$ cat config.mk
export PLATFORM = sky130hd
export DESIGN_NAME = gmii_flow_switch
export DESIGN_NICKNAME = d
export VERILOG_FILES = /design/src/rtl/gmii_flow_switch.sv
export SDC_FILE = /design/constraint.sdc
export NUM_CORES = 2
export LEC_CHECK = 0
export CAP_MARGIN = 40
export CORE_AREA = 2 2 456 458
export CTS_BUF_LIST = sky130_fd_sc_hd__clkbuf_4 sky130_fd_sc_hd__clkbuf_8 sky130_fd_sc_hd__clkbuf_16
export CTS_CLUSTER_DIAMETER = 200
export CTS_CLUSTER_SIZE = 40
export DETAILED_ROUTE_END_ITERATION = 8
export DIE_AREA = 0 0 458 460
export PLACE_DENSITY_LB_ADDON = 0.3
export SETUP_SLACK_MARGIN = 0.5
export SLEW_MARGIN = 40
export SYNTH_ARGS = -nofsm -noshare
export SYNTH_HDL_FRONTEND = slang
export SYNTH_SLANG_ARGS = --single-unit
$ cat constraint.sdc
create_clock -name sys_clk -period 3.5 [get_ports sys_clk]
set_clock_uncertainty 0.05 [all_clocks]
set_input_delay 0.7 -clock sys_clk [delete_from_list [all_inputs] [get_ports sys_clk]]
set_output_delay 0.7 -clock sys_clk [all_outputs]
set_load 0.01 [all_outputs]
$ cat src/rtl/gmii_flow_switch.sv
// gmii_flow_switch: four-port GMII cut-through forwarding core.
//
// Ports 0-2 are data ports. Each has a parser that finds the SFD and
// collects the destination MAC. In the cycle after the sixth DA byte,
// the lookup forms an egress mask and the grant logic claims the idle
// egress ports. The frame then leaves through a fixed delay line, so
// forwarding latency is exactly PIPE_DEPTH cycles.
//
// Port 3 is receive-only. It carries command frames that program the
// forwarding table. gmii_3_txd and gmii_3_tx_en are held at 0.
//
// Ports:
//   sys_clk, sys_rst          single clock; synchronous active-high reset
//   gmii_N_rxd / gmii_N_rx_dv receive byte and data valid, N = 0..3
//   gmii_N_txd / gmii_N_tx_en transmit byte and enable, N = 0..3
module gmii_flow_switch #(
  parameter int          PIPE_DEPTH  = 16,
  parameter int          TBL_ENTRIES = 8,
  parameter logic [15:0] CMD_ETYPE   = 16'h88B5
) (
  input  logic       sys_clk,
  input  logic       sys_rst,
  input  logic [7:0] gmii_0_rxd,
  input  logic       gmii_0_rx_dv,
  input  logic [7:0] gmii_1_rxd,
  input  logic       gmii_1_rx_dv,
  input  logic [7:0] gmii_2_rxd,
  input  logic       gmii_2_rx_dv,
  input  logic [7:0] gmii_3_rxd,
  input  logic       gmii_3_rx_dv,
  output logic [7:0] gmii_0_txd,
  output logic       gmii_0_tx_en,
  output logic [7:0] gmii_1_txd,
  output logic       gmii_1_tx_en,
  output logic [7:0] gmii_2_txd,
  output logic       gmii_2_tx_en,
  output logic [7:0] gmii_3_txd,
  output logic       gmii_3_tx_en
);
  localparam int IW = $clog2(TBL_ENTRIES);
  // The egress register is the last of the PIPE_DEPTH stages.
  localparam int DL = PIPE_DEPTH - 1;

  typedef enum logic [2:0] {S_IDLE, S_PRE, S_DA, S_DECIDED, S_CMD, S_DROP} parse_state_e;

  logic [3:0][7:0] rxd;
  logic [3:0]      rx_dv;
  assign rxd   = {gmii_3_rxd, gmii_2_rxd, gmii_1_rxd, gmii_0_rxd};
  assign rx_dv = {gmii_3_rx_dv, gmii_2_rx_dv, gmii_1_rx_dv, gmii_0_rx_dv};

  parse_state_e state_q [4];
  parse_state_e state_d [4];
  logic [4:0]   cnt_q [4];
  logic [4:0]   cnt_d [4];
  logic [3:0]   dv_prev_q;

  logic [2:0][47:0] da_q, da_d;
  logic [2:0]       decide_q, decide_d;

  logic [15:0]   cmd_etype_q, cmd_etype_d;
  logic [7:0]    cmd_op_q, cmd_op_d;
  logic [IW-1:0] cmd_idx_q, cmd_idx_d;
  logic [47:0]   cmd_mac_q, cmd_mac_d;
  logic          cmd_exec;

  // mask[3] has no effect because port 3 never transmits, so only bits [2:0] are kept.
  logic [TBL_ENTRIES-1:0]       tbl_valid_q, tbl_valid_d;
  logic [TBL_ENTRIES-1:0][47:0] tbl_mac_q, tbl_mac_d;
  logic [TBL_ENTRIES-1:0][2:0]  tbl_mask_q, tbl_mask_d;

  logic [2:0][DL-1:0][8:0] dl_q, dl_d;
  logic [2:0][2:0]         fwd_mask;
  logic [2:0]              gnt_q, gnt_d, started_q, started_d;
  logic [2:0][1:0]         own_q, own_d;
  logic [2:0][8:0]         tx_q, tx_d;

  // Ingress parsers. A new frame is recognised only on a rising rx_dv.
  always_comb begin
    for (int p = 0; p < 4; p++) begin
      state_d[p] = state_q[p];
      cnt_d[p]   = cnt_q[p];
      if (!rx_dv[p]) begin
        state_d[p] = S_IDLE;
        cnt_d[p]   = '0;
      end else begin
        case (state_q[p])
          S_IDLE: if (!dv_prev_q[p]) begin
            state_d[p] = S_PRE;
            cnt_d[p]   = 5'd1;
          end
          S_PRE: begin
            if (rxd[p] == 8'hD5) begin
              state_d[p] = S_DA;
              cnt_d[p]   = '0;
            end else if (cnt_q[p] >= 5'd14) begin
              state_d[p] = S_DROP;
            end else begin
              cnt_d[p] = cnt_q[p] + 5'd1;
            end
          end
          S_DA: begin
            cnt_d[p] = cnt_q[p] + 5'd1;
            if (cnt_q[p] == 5'd5) state_d[p] = (p == 3) ? S_CMD : S_DECIDED;
          end
          S_CMD: begin
            cnt_d[p] = cnt_q[p] + 5'd1;
            if (cnt_q[p] == 5'd22) state_d[p] = S_DROP;
          end
          default: ;
        endcase
      end
    end
  end

  // DA capture. decide_q pulses in the cycle after the sixth DA byte.
  always_comb begin
    for (int i = 0; i < 3; i++) begin
      da_d[i]     = da_q[i];
      decide_d[i] = 1'b0;
      if (rx_dv[i] && state_q[i] == S_DA) begin
        da_d[i]     = {da_q[i][39:0], rxd[i]};
        decide_d[i] = (cnt_q[i] == 5'd5);
      end
    end
  end

  // Command fields, counted in bytes after the SFD. The mask byte is
  // used directly from rxd in its own cycle.
  always_comb begin
    cmd_etype_d = cmd_etype_q;
    cmd_op_d    = cmd_op_q;
    cmd_idx_d   = cmd_idx_q;
    cmd_mac_d   = cmd_mac_q;
    cmd_exec    = 1'b0;
    if (rx_dv[3] && state_q[3] == S_CMD) begin
      case (cnt_q[3])
        5'd12: cmd_etype_d[15:8] = rxd[3];
        5'd13: cmd_etype_d[7:0]  = rxd[3];
        5'd14: cmd_op_d          = rxd[3];
        5'd15: cmd_idx_d         = rxd[3][IW-1:0];
        5'd16, 5'd17, 5'd18, 5'd19, 5'd20, 5'd21: cmd_mac_d = {cmd_mac_q[39:0], rxd[3]};
        5'd22: cmd_exec          = 1'b1;
        default: ;
      endcase
    end
  end

  always_comb begin
    tbl_valid_d = tbl_valid_q;
    tbl_mac_d   = tbl_mac_q;
    tbl_mask_d  = tbl_mask_q;
    if (cmd_exec && cmd_etype_q == CMD_ETYPE) begin
      case (cmd_op_q)
        8'h01: begin
          tbl_valid_d[cmd_idx_q] = 1'b1;
          tbl_mac_d[cmd_idx_q]   = cmd_mac_q;
          tbl_mask_d[cmd_idx_q]  = rxd[3][2:0];
        end
        8'h02: tbl_valid_d = '0;
        8'h03: tbl_valid_d[cmd_idx_q] = 1'b0;
        default: ;
      endcase
    end
  end

  // Lookup reads the registered table, so a write in the same cycle is not seen.
  // The scan runs from the highest index down so the lowest matching index wins.
  always_comb begin
    logic [2:0] lk_mask;
    for (int i = 0; i < 3; i++) begin
      lk_mask = 3'b111;
      for (int e = TBL_ENTRIES - 1; e >= 0; e--) begin
        if (tbl_valid_q[e] && tbl_mac_q[e] == da_q[i]) lk_mask = tbl_mask_q[e];
      end
      if (&da_q[i]) lk_mask = 3'b111;
      fwd_mask[i] = lk_mask & ~(3'b001 << i);
    end
  end

  // Egress grant. An idle egress is claimed at the decision cycle, and the
  // lowest-numbered ingress wins a tie. The grant is released after the
  // owner's delayed rx_dv has been seen high and then falls.
  always_comb begin
    for (int e = 0; e < 3; e++) begin
      gnt_d[e]     = gnt_q[e];
      own_d[e]     = own_q[e];
      started_d[e] = started_q[e];
      if (gnt_q[e]) begin
        if (dl_q[own_q[e]][DL-1][8]) begin
          started_d[e] = 1'b1;
        end else if (started_q[e]) begin
          gnt_d[e]     = 1'b0;
          started_d[e] = 1'b0;
        end
      end else begin
        for (int i = 2; i >= 0; i--) begin
          if (decide_q[i] && fwd_mask[i][e]) begin
            gnt_d[e] = 1'b1;
            own_d[e] = 2'(i);
          end
        end
      end
      tx_d[e] = gnt_q[e] ? dl_q[own_q[e]][DL-1] : 9'h000;
    end
  end

  // Delay lines store zero data while rx_dv is low, so idle txd stays 0.
  always_comb begin
    for (int i = 0; i < 3; i++) begin
      dl_d[i] = {dl_q[i][DL-2:0], (rx_dv[i] ? {1'b1, rxd[i]} : 9'h000)};
    end
  end

  always_ff @(posedge sys_clk) begin
    if (sys_rst) begin
      for (int p = 0; p < 4; p++) begin
        state_q[p] <= S_IDLE;
        cnt_q[p]   <= '0;
      end
      // Set to 1 so a frame already in flight at reset release is not parsed mid-stream.
      dv_prev_q   <= '1;
      da_q        <= '0;
      decide_q    <= '0;
      cmd_etype_q <= '0;
      cmd_op_q    <= '0;
      cmd_idx_q   <= '0;
      cmd_mac_q   <= '0;
      tbl_valid_q <= '0;
      tbl_mac_q   <= '0;
      tbl_mask_q  <= '0;
      dl_q        <= '0;
      gnt_q       <= '0;
      started_q   <= '0;
      own_q       <= '0;
      tx_q        <= '0;
    end else begin
      for (int p = 0; p < 4; p++) begin
        state_q[p] <= state_d[p];
        cnt_q[p]   <= cnt_d[p];
      end
      dv_prev_q   <= rx_dv;
      da_q        <= da_d;
      decide_q    <= decide_d;
      cmd_etype_q <= cmd_etype_d;
      cmd_op_q    <= cmd_op_d;
      cmd_idx_q   <= cmd_idx_d;
      cmd_mac_q   <= cmd_mac_d;
      tbl_valid_q <= tbl_valid_d;
      tbl_mac_q   <= tbl_mac_d;
      tbl_mask_q  <= tbl_mask_d;
      dl_q        <= dl_d;
      gnt_q       <= gnt_d;
      started_q   <= started_d;
      own_q       <= own_d;
      tx_q        <= tx_d;
    end
  end

  assign gmii_0_txd   = tx_q[0][7:0];
  assign gmii_0_tx_en = tx_q[0][8];
  assign gmii_1_txd   = tx_q[1][7:0];
  assign gmii_1_tx_en = tx_q[1][8];
  assign gmii_2_txd   = tx_q[2][7:0];
  assign gmii_2_tx_en = tx_q[2][8];
  assign gmii_3_txd   = 8'h00;
  assign gmii_3_tx_en = 1'b0;
endmodule

## Word level (Yosys, flattened, before mapping)

Memory sizes are Yosys's and may differ from the RTL's.
Cells that the tools add are included.

| word-level totals | value |
|---|---|
| bits in registers | 1086 |
| bits in writable memories | 32 |
| input bits | 38 |
| output and inout port bits | 36 |
| memories | 2 |

Memory list:

| name | depth | width | rd ports | clocked after Yosys merged registers in | wr ports | RTL line | text |
|---|---|---|---|---|---|---|---|
| cnt_q | 4 | 5 | 4 | 0 | 4 | 53 | `logic [4:0] cnt_q [4];` |
| state_q | 4 | 3 | 4 | 0 | 4 | 51 | `parse_state_e state_q [4];` |

| cells by class | value |
|---|---|
| add/sub/neg operators | 4 |
| magnitude comparators | 9 |
| equality and inequality tests | 62 |
| mux-type cells | 130 |
| bitwise operators | 20 |
| reductions and logical operators | 71 |

Operator list:

| kind | count |
|---|---|
| equality test 48 bit | 24 |
| binary-select mux 135 bit (select 2 bit) | 3 |
| 2-to-1 mux 135 bit | 3 |
| bitwise mux 384 bit | 1 |
| demux 48 bit (select 3 bit) | 1 |
| AND reduction 48 bit | 3 |
| 2-to-1 mux 3 bit | 47 |
| 2-to-1 mux 5 bit | 20 |
| one-hot mux 5 bit (3 select lines) | 4 |
| equality test 5 bit (second input constant) | 10 |
| 2-to-1 mux 48 bit | 1 |
| one-hot mux 3 bit (4 select lines) | 4 |
| logical AND 1 bit | 36 |
| equality test 8 bit (second input constant) | 4 |
| 2-to-1 mux 2 bit | 15 |
| 2-to-1 mux 9 bit | 3 |
| OR reduction 2 bit | 13 |
| bitwise mux 24 bit | 1 |
| 2-to-1 mux 1 bit | 24 |
| one-hot mux 8 bit (3 select lines) | 1 |
| adder 5 x 1 -> 5 bit (second input constant) | 4 |
| equality test 5 x 3 -> 1 bit (second input constant) | 4 |
| equality test 5 x 4 -> 1 bit (second input constant) | 4 |
| greater-or-equal comparator 5 x 4 -> 1 bit (second input constant) | 4 |
| 21 further kinds | 62 |

## Depth between registers and ports, before layout

| depth | value |
|---|---|
| word-level depth | 15 |
| mapped depth | 11 |
| gate-level depth less buffers | 11 |

## Worst setup path before layout

Ideal clock, no wire load.

| timing | value |
|---|---|
| kind | reg-to-reg |
| from | register da_q[112] in the netlist's numbering |
| to | register gnt_q[0] |
| data arrival time | 2.726 ns |
| data required time | 3.328 ns |
| slack | 0.602 ns |
| stages on the path, launching flop included | 10 |
| path through | dfxtp_1 -> buf_1 -> xor2_1 -> nor4_1 -> nand4_1 -> nor4_1 -> mux2_2 -> a2111oi_1 -> a211oi_1 -> o311a_1 |

| on the way | value |
|---|---|
| cells in the longest elaborated chain, start to end | 15 |
| elaborated cells between the ends (all ways) | 30 |

Ends and longest elaborated chain:

| item | RTL line | text |
|---|---|---|
| start: declaration | 57 | `logic [2:0][47:0] da_q, da_d;` |
| start signal: assignment | 222 | `da_q <= '0;` |
| start signal: assignment | 242 | `da_q <= da_d;` |
| equality test 48 bit | 173 | `if (tbl_valid_q[e] && tbl_mac_q[e] == da_q[i]) lk_mask = tbl_mask_q[e];` |
| logical AND 1 bit | 173 |  |
| 2-to-1 mux 2 bit (8 in a row) | 173 |  |
| 2-to-1 mux 2 bit * | 175 | `if (&da_q[i]) lk_mask = 3'b111;` |
| logical AND 1 bit * | 197 | `if (decide_q[i] && fwd_mask[i][e]) begin` |
| 2-to-1 mux 1 bit * (2 in a row) | 197 |  |
| 2-to-1 mux 1 bit * | 188 | `if (gnt_q[e]) begin` |
| end signal: assignment | 252 | `gnt_q <= gnt_d;` |
| end: declaration | 73 | `logic [2:0] gnt_q, gnt_d, started_q, started_d;` |

Mark *: on every way between the ends. The rest lies on a longest branch, timed or not.
A chain may end at the register's enable or synchronous reset.

## Final worst setup path

| timing | value |
|---|---|
| from | register da_q[63] in the netlist's numbering |
| to | register gnt_q[2] |

| on the way | value |
|---|---|
| cells in the longest elaborated chain, start to end | 15 |
| elaborated cells between the ends (all ways) | 30 |

Ends and longest elaborated chain:

| item | RTL line |
|---|---|
| equality test 48 bit | 173 |
| logical AND 1 bit | 173 |
| 2-to-1 mux 3 bit (8 in a row) | 173 |
| 2-to-1 mux 3 bit * | 175 |
| logical AND 1 bit * | 197 |
| 2-to-1 mux 1 bit * (2 in a row) | 197 |
| 2-to-1 mux 1 bit * | 188 |

Marks and branches as above.

==> impl_metrics.py <==
metrics = {
    "timing": {
        "max_freq_ghz": 0.282,
        "hold_violations": 0,
        "tns_ns": -0.0445,
        "setup_ws_ns": -0.0430,
        "drv_slew": 0,
        "slew_headroom": 0.343,
        "period_share": 1.01,
        "rsz0062_at_grt": "true",
        "fin_crit_ns": 3.54,
        "worst_pin_slew_ns": 0.986,
        "setup_viol": 2,
    },
    "layout": {
        "layout_commonest_cell": "nand2_1",
        "mostFrequentLayoutCells": "nand2_1, dfxtp_1, buf_4",
        "layout.nets": 7052,
        "final_util": 0.336,
        "layout-drive-gt1-share": 0.233,
        "syn2layout_area_growth_pct": 35.1,
    },
    "clock_tree": {
        "cts_tree": "yes",
        "cts_root_buffer": "clkbuf_16",
        "clockBufferDepth": 3,
        "numCtsBuffers": 36,
        "h-tree-depth": 2,
        "clock_latency_ns": 0.80,
        "clock-sinks": 1116,
        "path_clk_slew_ns": 0.18,
    },
    "status": {
        "status": "finished with violations",
        "violations": "negative setup slack",
    },
    "logic_synthesis": {
        "synth_warnings": 0,
        "avgSynthCellArea_um2": 8.35,
        "synthArstFlopShare": 0,
        "synth_top_family_by_area": "simple AND/OR/NAND/NOR gates",
        "netlist_instances": 6132,
        "synth_fa_ha_area_frac": 0.00342,
        "synth.area.mux_share": 0.0112,
        "post_synth_num_cell_types": 81,
        "yosys.area_share.simple": 0.225,
        "synth_edf_count": 0,
        "yosys_register_bits": 1116,
        "yosysSeqAreaShare": 0.436,
        "synth_area_um2": 51200,
        "dominantRegCellSynth": "dfxtp_1",
        "synth-xor-area-share": 0.175,
        "synth_compound_area_frac": 0.101,
    },
    "pwr": {
        "ir_drop_mv": 0.348,
        "p_per_area_nw_per_um2": 291,
        "p_leak_nw": 27.7,
    },
    "placed_design": {
        "post-place-ws_ns": -0.842,
        "hpwl_um": 323000,
        "place_congestion": 1.04,
        "portBuffers": 64,
    },
    "worst_setup_path": {
        "r2r-end": "gnt_q[2]$_SDFF_PP0_",
        "crit_path_top_delay_cell": "nor4_4",
        "worstSetupPathType": "reg -> reg",
        "critPathMaxFanout": 3,
        "reg2reg_from": "da_q[63]$_SDFFE_PP0P_",
        "crit_path_cell_trace": "buf_12 -> buf_6 -> xor2_2 -> nor4_4 -> buf_4 -> nand3_4 -> nor4_4 -> buf_6 -> buf_6 -> inv_1 -> a311o_1 -> a21oi_2 -> buf_4 -> o32a_1 -> a31oi_1",
        "cp-end-kind": "register",
        "critPathMaxStageDelay_ns": 0.61,
        "regToRegSetupSlack_ns": -0.04,
        "cp_common_cell": "buf_6",
        "path_buf_inv": 7,
        "crit_path_start_kind": "register",
        "arrival_ns": 4.10,
        "cp_data_required_time_ns": 4.06,
        "r2r_cells": 15,
        "crit_family": "buffers and inverters",
    },
    "die": {
        "start_util": 0.248,
        "ios": 74,
        "placementRows": 167,
        "coreArea_um2": 206000,
        "dieWidth_um": 458,
        "die_y_um": 460,
        "dieArea_um2": 211000,
    },
    "min_path": {
        "min_from": "sys_rst",
        "min_path_type": "in -> reg",
        "whs_path_depth": 2,
        "worstHoldEndpoint": "tbl_mac_q[124]$_SDFFE_PP0P_",
    },
    "route": {
        "firstDrtPassIters": 6,
        "drc": 0,
        "vias_per_cell": 5.27,
        "drt_iter0_markers": 5902,
        "drt-total-wl_um": 419000,
        "vias": 51300,
        "ant_nets": 0,
        "routedWlPerCell_um": 43.1,
    },
    "flow_run": {
        "cap_violations": 0,
    },
    "grt": {
        "grt_max_degree": 153,
        "grt_pass1_wl_um": 515000,
        "grt_pass1_vias": 47800,
        "gr-usage-all-layers": 0.377,
        "overflow": 0,
        "antenna_found_initial": 52,
    },
}
[flip-flops by register name (all words and copies together) (netlist names), 12 cells and up]
register	count
tbl_mac_q	384
dl_d	378
da_q	144
cmd_mac_q	48
dl_q	27
tbl_mask_q	24
cnt_q	20
cmd_etype_q	16
state_q	12
[layout make-up]
cell class	instances	area (µm²)
fill	21600	137000
timing repair buffer	1283	13500
tap	2704	3380
sequential	1116	22500
inverter	143	543
clock buffer	41	938
antenna	12	30.0
clock inverter	11	183
multi-input combinational	4420	28100
[timing repair]
action,CTS,global route
setup buffers,9,18
hold buffers,0,0
setup endpoints to repair,407,197
cloned,1,26
resized for setup,117,268
pin swaps,33,151
[report_power, final]
group	leakage (nW)	internal, mW	total, mW	switching, mW
combinational	18.1	0.128	0.499	0.371
clock	0.547	2.06	6.86	4.80
sequential	9.04	12.7	12.8	0.0185
[metal layers]
layer / global-route usage / up-vias / wire [µm]
met4: 0.298 / 6 / 42500
met1: 0.469 / 25800 / 167000
met5: 0 / - / 41
li1: - / 21900 / -
met2: 0.588 / 2709 / 182000
met3: 0.0512 / 871 / 27300
[cells in the mapped netlist, types with 11 or more instances]
cell type | number | share of area
nor3_1 | 42 | 0.0041
o2bb2ai_1 | 12 | 0.0021
mux2i_1 | 54 | 0.011
and3_1 | 13 | 0.0016
a2111oi_0 | 12 | 0.0021
ha_1 | 14 | 0.0034
buf_2 | 64 | 0.0063
a22o_1 | 18 | 0.0031
buf_1 | 52 | 0.0038
nand2_1 | 1269 | 0.093
nor2b_1 | 404 | 0.049
o2111ai_1 | 11 | 0.0019
dfxtp_1 | 1116 | 0.44
nand2b_1 | 28 | 0.0034
clkbuf_1 | 332 | 0.024
o21ai_0 | 37 | 0.0036
a22oi_1 | 14 | 0.0021
nor4_1 | 168 | 0.021
xnor2_1 | 561 | 0.096
o22ai_1 | 44 | 0.0054
a21oi_1 | 651 | 0.064
nor2_1 | 156 | 0.011
nand4_1 | 197 | 0.024
buf_4 | 12 | 0.0018
and2_1 | 33 | 0.0040
inv_1 | 140 | 0.010
nand3_1 | 47 | 0.0046
xor2_1 | 462 | 0.079
[worst max-delay path by stage]
stage               slack (ns)                    from  depth (start not counted)                  end
finish                   -0.04   da_q[63]$_SDFFE_PP0P_                         15  gnt_q[2]$_SDFF_PP0_
global route             -0.05   da_q[51]$_SDFFE_PP0P_                         15  gnt_q[0]$_SDFF_PP0_
CTS                      -0.05   da_q[51]$_SDFFE_PP0P_                         15  gnt_q[2]$_SDFF_PP0_
detailed placement       -0.84  da_q[116]$_SDFFE_PP0P_                         13  gnt_q[0]$_SDFF_PP0_
global placement         -0.91  da_q[116]$_SDFFE_PP0P_                         13  gnt_q[0]$_SDFF_PP0_
floorplan                 0.60  da_q[112]$_SDFFE_PP0P_                          9  gnt_q[0]$_SDFF_PP0_
[worst register-to-register path: cells and delay by family (launching register included)]
kind	cells	cell delay (ns)
flops	1	0.37
buf+inv	7	1.06
simple gates	3	0.98
compound gates	4	0.74
xor+xnor	1	0.18
[through the flow]
step / cell area [µm²] / power [mW] / instances / hold slack, ns
floorplan: 51200 / 13.3 / 6140 / 0.364
detailed placement: 65400 / 13.5 / 9612 / 0.371
CTS: 67300 / 20.3 / 9674 / 0.293
global route: 69100 / 20.6 / 9718 / 0.342
global placement: 65300 / 13.5 / 9612 / 0.365
finish: 69100 / 20.1 / 9730 / 0.332
[logic make-up after synthesis]
kind of cell	count (synthesis)
XOR/XNOR	1023
AO/OA/AOI/OAI	904
AND/OR/NAND/NOR	2413
other	1
multiplexers	57
adder cells (fa/ha/maj)	14
flip-flops	1116
buffers and inverters	604
No activity file was read; power rests on OpenSTA's default activity.
